**src/rtl/packet_send.sv**
```systemverilog
// Serialises queued 4-bit packets onto a two-wire key link, preceded by a low start lead-in.
// LEAD_CYCLES must be at least 1; FIFO_DEPTH must fit the 3-bit level output (1..7).
module packet_send #(
  parameter int unsigned LEAD_CYCLES = 3,
  parameter int unsigned FIFO_DEPTH  = 4
) (
  input  logic       clk,
  input  logic       rst,
  input  logic [3:0] pkt_i,
  input  logic       pkt_valid_i,
  output logic       pkt_ready_o,
  output logic       start_o,
  output logic       key0_o,
  output logic       key1_o,
  output logic       busy_o,
  output logic [2:0] fifo_level_o,
  output logic [7:0] sent_count_o,
  output logic [7:0] ones_count_o
);

  typedef enum logic [1:0] {StIdle, StLead, StBit, StGap} state_e;

  localparam int unsigned PtrW  = (FIFO_DEPTH > 1) ? $clog2(FIFO_DEPTH) : 1;
  localparam int unsigned LeadW = (LEAD_CYCLES > 1) ? $clog2(LEAD_CYCLES) : 1;
  localparam logic [2:0]       DepthL   = 3'(FIFO_DEPTH);
  localparam logic [PtrW-1:0]  LastPtr  = PtrW'(FIFO_DEPTH - 1);
  localparam logic [LeadW-1:0] LeadLast = LeadW'(LEAD_CYCLES - 1);

  logic [3:0]       mem_q [FIFO_DEPTH];
  logic [PtrW-1:0]  wr_ptr_q, rd_ptr_q;
  logic [2:0]       level_q;
  logic             push, pop;

  state_e           state_q, state_d;
  logic [3:0]       shift_q, shift_d;
  logic [1:0]       idx_q, idx_d;
  logic [LeadW-1:0] lead_q, lead_d;
  logic [7:0]       sent_q, sent_d, ones_q, ones_d;
  logic             start_q, start_d, busy_q, busy_d;
  logic [1:0]       keys_q, keys_d;

  assign pkt_ready_o = (level_q != DepthL);
  assign push        = pkt_valid_i && pkt_ready_o;
  assign pop         = (state_q == StIdle) && (level_q != 3'd0);

  always_ff @(posedge clk) begin
    if (push) begin
      mem_q[wr_ptr_q] <= pkt_i;
    end
  end

  always_ff @(posedge clk) begin
    if (rst) begin
      wr_ptr_q <= '0;
      rd_ptr_q <= '0;
      level_q  <= 3'd0;
    end else begin
      if (push) begin
        wr_ptr_q <= (wr_ptr_q == LastPtr) ? '0 : wr_ptr_q + 1'b1;
      end
      if (pop) begin
        rd_ptr_q <= (rd_ptr_q == LastPtr) ? '0 : rd_ptr_q + 1'b1;
      end
      if (push && !pop) begin
        level_q <= level_q + 3'd1;
      end else if (!push && pop) begin
        level_q <= level_q - 3'd1;
      end
    end
  end

  always_comb begin
    state_d = state_q;
    shift_d = shift_q;
    idx_d   = idx_q;
    lead_d  = lead_q;
    sent_d  = sent_q;
    ones_d  = ones_q;
    unique case (state_q)
      StIdle: begin
        if (pop) begin
          shift_d = mem_q[rd_ptr_q];
          idx_d   = 2'd3;
          lead_d  = LeadLast;
          state_d = StLead;
        end
      end
      StLead: begin
        if (lead_q == '0) begin
          state_d = StBit;
        end else begin
          lead_d = lead_q - 1'b1;
        end
      end
      StBit: begin
        if (shift_q[idx_q]) begin
          ones_d = ones_q + 8'd1;
        end
        state_d = StGap;
      end
      StGap: begin
        if (idx_q == 2'd0) begin
          sent_d  = sent_q + 8'd1;
          state_d = StIdle;
        end else begin
          idx_d   = idx_q - 2'd1;
          state_d = StBit;
        end
      end
    endcase

    // Line outputs are derived from the next state so they can be registered with it.
    start_d = (state_d != StLead);
    busy_d  = (state_d != StIdle);
    keys_d  = 2'b11;
    if (state_d == StBit) begin
      keys_d = shift_d[idx_d] ? 2'b01 : 2'b10;
    end
  end

  always_ff @(posedge clk) begin
    if (rst) begin
      state_q <= StIdle;
      shift_q <= 4'd0;
      idx_q   <= 2'd0;
      lead_q  <= '0;
      sent_q  <= 8'd0;
      ones_q  <= 8'd0;
      start_q <= 1'b1;
      busy_q  <= 1'b0;
      keys_q  <= 2'b11;
    end else begin
      state_q <= state_d;
      shift_q <= shift_d;
      idx_q   <= idx_d;
      lead_q  <= lead_d;
      sent_q  <= sent_d;
      ones_q  <= ones_d;
      start_q <= start_d;
      busy_q  <= busy_d;
      keys_q  <= keys_d;
    end
  end

  assign start_o      = start_q;
  assign key0_o       = keys_q[1];
  assign key1_o       = keys_q[0];
  assign busy_o       = busy_q;
  assign fifo_level_o = level_q;
  assign sent_count_o = sent_q;
  assign ones_count_o = ones_q;

endmodule

```
**config.mk**
```make
export PLATFORM = sky130hd
export DESIGN_NAME = packet_send
export DESIGN_NICKNAME = d
export VERILOG_FILES = /design/src/rtl/packet_send.sv
export SDC_FILE = /design/constraint.sdc
export NUM_CORES = 1
export LEC_CHECK = 0
export ABC_AREA = 1
export BUFFER_PORTS_ARGS = -buffer_cell sky130_fd_sc_hd__clkbuf_2
export CAP_MARGIN = 20
export CORE_UTILIZATION = 26
export CTS_BUF_LIST = sky130_fd_sc_hd__clkbuf_8
export CTS_CLUSTER_DIAMETER = 80
export DETAILED_ROUTE_END_ITERATION = 7
export MAX_ROUTING_LAYER = met4
export SYNTH_ARGS = -nofsm -noshare
export SYNTH_HDL_FRONTEND = slang
export SYNTH_SLANG_ARGS = --single-unit
```
**constraint.sdc**
```tcl
create_clock -name clk -period 6.4 [get_ports clk]
set_clock_uncertainty 0.2 [all_clocks]
set_input_delay 0.32 -clock clk [delete_from_list [all_inputs] [get_ports clk]]
set_output_delay 0.32 -clock clk [all_outputs]
set_load 0.01 [all_outputs]
```
==> metrics.md <==
| Metric | Value |
|---|---|
| Dpl cells | approximately 500 |
| Syn Inst Count | ~340 |
| CTS Buffer Depth | 2 |
| Fmax | about 430 MHz |
| Cell Count, Final, Fillers Out | approximately 510 |
| Period utilisation layout | a little over a third |
| Worst Setup Start Kind | register |
| Critical path's top delay family | adder cells |
| Dominant cell type by area after synthesis | dfxtp_1 |
| CP Cell Sequence | inv_1 -> ha_1 -> nand2_4 -> ha_1 -> inv_1 -> fa_1 -> a21oi_1 -> o21ai_0 -> o21ai_0 -> a21oi_1 |
| Final hold violations | 0 |
| Syn nets | about 370 |
| Starting Density | a little over a quarter |
| CP peak stage delay | about 0.4 ns |
| Ports | 31 |
| Crit Path Max Fanout | 13 |
| Warnings, synthesis | 0 |
| Layout cells sized above 1 | between 10% and 20% |
| Drt drc | 0 |
| Setup TNS | 0 ns |
| Rows | 37 |
| Count of hold buffers inserted by post-cts repair | 0 |
| Clk_lat worst skew | 0.30 ns |
| Core box area | about 0.010 mm^2 |
| First-pass GRT wire length | 9.59 mm |
| Inserted Diodes | 0 |
| #FFs+latches synth | 55 |
| Gr usage total | about 11% |
| Initial antenna violation count | 0 |
| Antenna viol nets, final | 0 |
| Required @ worst endpoint | between 6 and 7 ns |
| Vias per cell | approximately 4.3 |
| Yosys top cell area share | around 28% |
| PortBufs | 30 |
| CTS Buf Count | 5 |
| First-pass detailed-route iteration total | 6 |
| CTS tree | done |
| Root Driver | clkbuf_8 |
| Average wire per standard cell | around 10 um |
| Yosys cell types | 36 |
| Post-CTS Setup Bufs | 0 |
| Clock transition at path regs | around 0.09 ns |
| Vias | around 2200 |
| Max Slew Vio Count | 0 |
| P per Cell Area | about 360 mW/mm^2 |
| Crit path buf inv count | 2 |
| CTS H-tree depth | 2 |
| Synth Cell Area | approximately 0.0028 mm^2 |
| Ranking of synthesized cells by area | dfxtp_1 (28%), edfxtp_1 (17%), nand2_1 (11%) |
| Number of clock sinks | 55 |
| Routed Wire Length | between 5 and 6 mm |
| Final hold slack | approximately 0.033 ns |
| Slew headroom | around 63% |
| Worst vdd ir | between 0.2 and 0.25 mV |
| Setup Crit Path Kind | register to register |
| DP Area | approximately 0.003 mm^2 |
| Full die area | 0.0112 mm^2 |
| Top cells by count, synth | nand2_1 (82), inv_1 (52), dfxtp_1 (39), nand3_1 (26), nor2_1 (26) |
| Crit path max-delay cell type | dfxtp_1 |
| EDFF count, synth | 16 |
| Leak | approximately 1.4 nW |
| Finished layout cell area | between 0.003 and 0.004 mm^2 |
| Area delta synth->final | 12.5% |
| Seq/Total Area, Yosys | a little under half |
| RSZ-0062 raised after global routing | no |
| CP Data Arrival Time | about 2.3 ns |
| Post-layout minimum cycle time | 2.31 ns |
| Count leader, synth | nand2_1 |
| Maxcap violations | 0 |
| CP endpoint kind | register |
| Grt ovf | 0 |
| Gpl congestion | 0.853 |
| Largest net degree at the start of global routing | 20 |
| Worst-margin pin slew | 0.557 ns |
| HPWL Detailed | between 4 and 5 mm |
| Vias in the first global route | roughly 2200 |
| Asr flop ratio synth | 0% |
| PostCTS Resize Cnt | 0 |
| Setup violators final | 0 |
| Die Span Y | roughly 110 um |
| Die Wd | ~110 um |
| Worst hold path type | input pin to register |
| Nets | ~400 |
| Status | complete, no violations |
| Starting DRT DRC Count | approximately 120 |
| Post-synth top flop | dfxtp_1 |
| Syn Area/Cell | between 8 and 9 um^2 |
worst paths after layout:
path	startpoint	slack [ns]	end	depth (start not counted)
max reg2reg	state_q[1]	4.09	fifo_level_o[2]	10
min	pkt_i[1]	0.03	mem_q[2][1]	1
min reg2reg	lead_q[1]	0.27	lead_q[1]	2
max	state_q[1]	4.09	fifo_level_o[2]	10
area by class of cell:
type | count | area (um^2)
clock buffers | 5 | 68.8
clock inverters | 3 | 12.5
fillers | 1135 | 7220
inverters | 59 | 221
multi-input cells | 223 | 1260
flip-flops and latches | 55 | 1260
well taps | 136 | 170
repair buffers | 30 | 150
cell usage in the layout (no fill, tap or decap), types with 3 or more instances in the layout:
| cell type | n |
|---|---|
| inv_1 | 54 |
| edfxtp_1 | 16 |
| a21oi_1 | 14 |
| o21a_1 | 3 |
| nand2_1 | 82 |
| dfxtp_1 | 39 |
| clkbuf_8 | 5 |
| nand4_1 | 4 |
| o21ai_0 | 15 |
| inv_2 | 6 |
| o21ai_1 | 3 |
| ha_1 | 14 |
| a21oi_2 | 7 |
| nor2_1 | 26 |
| nand2_2 | 6 |
| nand3_1 | 26 |
| clkbuf_2 | 30 |
report_power, final:
part / internal, mW / leakage, nW / total [mW] / switching [mW]
registers: 0.419 / 0.466 / 0.467 / 0.0474
logic: 0.174 / 0.900 / 0.498 / 0.324
clock network: 0.0740 / 0.0505 / 0.180 / 0.106
total: 0.667 / 1.42 / 1.14 / 0.478
kinds of logic (layout without fill, tap and decap cells):
| logic type | Yosys count | after routing | synth area share, % |
|---|---|---|---|
| AND/OR/NAND/NOR | 155 | 155 | 25.5 |
| buffers and inverters | 66 | 97 | 9.80 |
| flip-flops | 55 | 55 | 45.1 |
| AO/OA/AOI/OAI | 50 | 50 | 11.7 |
| adder cells (fa/ha/maj) | 15 | 15 | 6.98 |
| XOR/XNOR | 3 | 3 | 0.940 |
state kept, by name, indices dropped and copies added (netlist names), 3 cells and up, named ones only:
register      flops
fifo_level_o      3
mem_q            16
ones_count_o      8
sent_count_o      8
shift_q           4
routing by layer:
layer / track usage, % / part of all wire [%]
met5: - / 0
met4: 3.67 / 1.8
met3: 2.10 / 2.6
met2: 17.5 / 47
met1: 13.4 / 48
stage by stage:
step | total power, mW | setup WS [ns] | utilization [%]
after CTS | 1.16 | 4.08 | 30.3
after global placement | 0.963 | 4.15 | 29.5
after detailed placement | 0.973 | 4.12 | 29.5
final | 1.14 | 4.09 | 30.3
after global routing | 1.26 | 3.93 | 30.3
after floorplan | 0.882 | 4.19 | -
Note: power is estimated with default switching activity, not from simulation.
